[src/rtl/pc_sequencer.sv]
// pc_sequencer: MIPS PC sequencer with boot delay, req/ready fetch, latched redirects and exception entry
module pc_sequencer #(
   parameter logic [31:0] RESET_VECTOR = 32'h0000_0000,
   parameter logic [31:0] EXC_VECTOR   = 32'h8000_0180,
   parameter int          BOOT_CYCLES  = 2
) (
   input  logic        clk,
   input  logic        reset,
   input  logic        stall,
   output logic        imem_req,
   output logic [31:0] imem_addr,
   input  logic        imem_ready,
   output logic        instr_valid,
   input  logic        branch_taken,
   input  logic [31:0] branch_target,
   input  logic        jump,
   input  logic [31:0] jump_target,
   input  logic        exc,
   output logic [31:0] pc_out,
   output logic [31:0] epc,
   output logic        misaligned
);
   typedef enum logic [1:0] {BOOT, FETCH, EXC} state_t;
   state_t      state;
   logic [3:0]  cnt;
   logic        pend;
   logic [31:0] pend_tgt;
   logic        acc, redir, bad, exc_now;
   logic [31:0] tgt, next_pc;
   assign imem_req  = (state == FETCH) & ~stall;
   assign imem_addr = pc_out;
   assign acc       = imem_req & imem_ready;
   assign redir     = jump | branch_taken | pend;
   assign tgt       = jump ? jump_target : branch_taken ? branch_target : pend_tgt;
   assign next_pc   = redir ? tgt : pc_out + 32'd4;
   assign bad       = acc & redir & (tgt[1:0] != 2'b00);
   assign exc_now   = (state == FETCH) & (exc | bad);
   always_ff @(posedge clk or negedge reset) begin
      if (!reset) begin
         state       <= BOOT;
         cnt         <= '0;
         pc_out      <= RESET_VECTOR;
         epc         <= '0;
         misaligned  <= 1'b0;
         instr_valid <= 1'b0;
         pend        <= 1'b0;
         pend_tgt    <= '0;
      end else begin
         instr_valid <= acc & ~exc_now;
         if (state == BOOT) begin
            cnt <= cnt + 4'd1;
            if (cnt == 4'(BOOT_CYCLES - 1)) state <= FETCH;
         end else if (state == EXC) begin
            state <= FETCH;
         end else if (exc_now) begin
            epc        <= pc_out;
            pc_out     <= EXC_VECTOR;
            pend       <= 1'b0;
            misaligned <= misaligned | bad;
            state      <= EXC;
         end else if (acc) begin
            pc_out <= next_pc;
            pend   <= 1'b0;
         end else if (jump | branch_taken) begin
            pend     <= 1'b1;
            pend_tgt <= jump ? jump_target : branch_target;
         end
      end
   end
endmodule

[config.mk]
export PLATFORM = sky130hd
export DESIGN_NAME = pc_sequencer
export DESIGN_NICKNAME = d
export VERILOG_FILES = /design/src/rtl/pc_sequencer.sv
export SDC_FILE = /design/constraint.sdc
export NUM_CORES = 1
export LEC_CHECK = 0
export CAP_MARGIN = 20
export CORE_MARGIN = 2
export CORE_UTILIZATION = 48
export DETAILED_ROUTE_END_ITERATION = 8
export PLACE_DENSITY_LB_ADDON = 0.1
export SLEW_MARGIN = 20
export SYNTH_ARGS = -nofsm -noshare
export SYNTH_HDL_FRONTEND = slang
export SYNTH_SLANG_ARGS = --single-unit
export TNS_END_PERCENT = 50
[constraint.sdc]
create_clock -name clk -period 2.7 [get_ports clk]
set_input_delay 0.81 -clock clk [delete_from_list [all_inputs] [get_ports clk]]
set_output_delay 0.81 -clock clk [all_outputs]
set_load 0.05 [all_outputs]
==> metrics.md <==
| Metric | Value |
|---|---|
| Status | `finished clean` |
| Synth Area in Adders | `0.635%` |
| Setup Fix Bufs, Post-CTS | `0` |
| Area growth syn-to-layout | `37.1%` |
| Combinational family with the most area after synthesis | `compound AO/OA/AOI/OAI gates` |
| Placed Area | `7800 um^2` |
| Largest net degree at the start of global routing | `53` |
| XOR/XNOR Fraction of Synth Area | `0.445%` |
| DRC viols | `0` |
| Fill cell count | `984` |
| Post-Synth Simple-Gate Area | `15.5%` |
| Sw Ratio | `24.2%` |
| Die area | `13200 um^2` |
| Routed WL | `16700 um` |
| Core ar. | `12000 um^2` |
| Startpoint types | `flip-flop` |
| Initial antenna violation count | `0` |
| Worst vdd ir | `376 uV` |
| Final WS setup | `70.5 ps` |
| CTS tree | `yes` |
| Row count | `40` |
| Post-synthesis compound-gate area fraction | `20.5%` |
| Yosys warnings | `0` |
| Sequential element share of the synthesized area | `44.5%` |
| Synth cell types | `66` |
| Dpl hpwl | `12500 um` |
| Final-report hold violation count | `0` |
| Clock sink total | `105` |
| Worst-path clk slew | `70 ps` |
| # Max-Cap Violations | `0` |
| Mapped cell area | `5910 um^2` |
| Clk root buf | `clkbuf_16` |
| PwrDens | `419 nW/um^2` |
| Most frequent cells in the layout | `166 x clkdlybuf4s50_1, 105 x dfrtp_1, 100 x nand2_1, 88 x o21ai_0, 39 x buf_4` |
| CP Capture Type | `primary output` |
| Measured slew at the worst slew-check pin | `670 ps` |
| Flops & latches, synth | `105` |
| Total number of vias | `5511` |
| P_int | `2570 uW` |
| Multi-input gate area | `2820 um^2` |
| CTS buffer count | `9` |
| Resized Gates After CTS | `0` |
| Hold_buf cts | `0` |
| Worst path bufs/invs | `1` |
| Slowest cell delay on critical path | `880 ps` |
| Final setup viols | `0` |
| Worst hold path type | `in2async` |
| # IOs | `170` |
| Min Tclk post-route | `2630 ps` |
| Worst slack, placed | `-95.7 ps` |
| Clock Latency Late Sink | `350 ps` |
| Commonest non-fill, non-tap cell in the layout | `clkdlybuf4s50_1` |
| Sequential standard cell area | `2630 um^2` |
| RSZ-0062 raised after global routing | `no` |
| Relative slew margins | `55.0%` |
| CP max stage cell | `clkdlybuf4s50_1` |
| GRT Util Overall | `26.3%` |
| Final clock period utilization by the worst path | `97.4%` |
| Fraction of registers with async set or reset after synthesis | `100%` |
| Slew Limit Fails | `0` |
| Post-synthesis mux area share | `10.7%` |
| Net Switching | `822 uW` |
| CP max FO | `11` |
| Syn Inst Count | `636` |
| Critical path type | `reg2out` |
| ANT nets after route | `0` |
| DRT iter0 DRCs | `441` |
| P_leak | `0.00350 uW` |
| Top delay family on crit path | `buffers and inverters` |
| Wire length per cell | `17.7 um` |
| Number of synthesized flops with an enable pin | `0` |
| Die Span X | `115 um` |
| Layout cells sized above 1 | `12.5%` |
| Logic pwr share | `12.4%` |
| Max frequency | `380 MHz` |
| Buffers on Ports | `169` |
| Syn Nets | `710` |
| Clock Tree Buf Depth | `2` |
| Worst path cell trace | `clkdlybuf4s50_1` |
| WP data required | `1890 ps` |
| Pre-antenna DRT Iters | `5` |
| Fin area | `8100 um^2` |
| Average size of a mapped cell | `9.29 um^2` |
| Die Ht | `115 um` |
| Number of global-route vias before repair | `5361` |
| Grt ovf | `0` |
| Worst Path Arrival | `1820 ps` |
| Clock Skew | `7.01 ps` |
| GP Congestion | `0.889` |
| Nets | `862` |
| H-tree level count | `3` |
| Drt via density | `5.86` |
| Clock power share | `39.1%` |
| N_diodes | `0` |
| Reg power frac | `48.6%` |
| First-pass GRT wire length | `27200 um` |
| Initial core utilization | `49.2%` |
| Top_reg_cell synth | `dfrtp_1` |
## flip-flops by register name (all words and copies together), names as in the netlist
name and count:
instr_valid 1, pend_tgt 32, state 2, misaligned 1, epc 32, pend 1, cnt 4, imem_addr 32
## layout make-up
class | instances | area share (%)
Timing Repair Buffer | 213 | 26.1
Tap cell | 147 | 2.27
Clock buffer | 10 | 2.95
Sequential cell | 105 | 32.4
Multi-Input combinational cell | 445 | 34.8
Inverter | 14 | 0.680
Clock inverter | 6 | 0.711
## synthesized netlist by cell type (all sizes together) (6+ instances only)
cell / number / share of area, %
nor2: 16 / 1.0
nand2: 101 / 6.5
mux2: 23 / 4.4
buf: 45 / 5.1
a21oi: 19 / 1.6
nand3: 14 / 1.2
clkbuf: 27 / 1.7
o31ai: 6 / 0.76
nor3: 10 / 1.0
inv: 14 / 0.93
o22ai: 20 / 2.1
dfrtp: 105 / 44
a31oi: 8 / 0.85
a22oi: 9 / 1.2
nor2b: 7 / 0.74
nand4: 7 / 0.85
o21ai: 90 / 7.6
mux2i: 37 / 6.3
nor4: 9 / 1.5
## power groups by stage
stage | sequential, uW | combinational [uW] | clock [uW]
after floorplan | 1670 | 180 | 0
after global placement | 1680 | 409 | 0
after detailed placement | 1680 | 420 | 0
after CTS | 1650 | 421 | 1360
after global routing | 1650 | 466 | 1430
final | 1650 | 419 | 1330
## kinds of logic (layout without fill, tap and decap cells)
group                      Yosys count  in the layout
muxes                               60             60
xor gates and xnor gates             3              3
adders and majority gates            3              3
buffers and inverters               86            243
and+or+nand+nor                    185            185
DFF                                105            105
AOI/OAI and AO/OA                  194            194
## per-stage QoR
| step | hold slack (ps) | utilization, % | setup TNS, ps | cells | power (uW) |
|---|---|---|---|---|---|
| after floorplan | 445 | - | 0 | 636 | 1850 |
| after global placement | 449 | 65.0 | -966 | 924 | 2080 |
| after detailed placement | 452 | 65.0 | -2180 | 924 | 2100 |
| after CTS | 467 | 67.4 | 0 | 940 | 3430 |
| after global routing | 493 | 67.4 | 0 | 940 | 3550 |
| final | 458 | 67.4 | 0 | 940 | 3390 |
## layer usage
layer	vias up	wire length (um)	track usage (%)	share of wire (%)
li1	2589	-	-	-
met1	2657	7380	36.3	44
met2	253	7640	41.6	46
met3	12	1460	7.17	8.8
met4	0	170	6.27	1.0
met5	-	0	0	0
## final timing paths
check | end | slack, ps | startpoint | cells past startpoint
max reg2reg | imem_addr[22]$_DFFE_PN0P_ | 370 | imem_addr[2]$_DFFE_PN0P_ | 6
min | cnt[0]$_DFFE_PN0P_ | 460 | reset | 1
min in group clk | misaligned$_DFFE_PN0P_ | 470 | misaligned$_DFFE_PN0P_ | 1
min reg2reg | misaligned$_DFFE_PN0P_ | 470 | misaligned$_DFFE_PN0P_ | 1
max in group asynchronous | pend_tgt[2]$_DFFE_PN0P_ | 1470 | reset | 2
max | imem_addr[9] | 70 | imem_addr[9]$_DFFE_PN0P_ | 1
No activity file was read; power rests on OpenSTA's default activity.
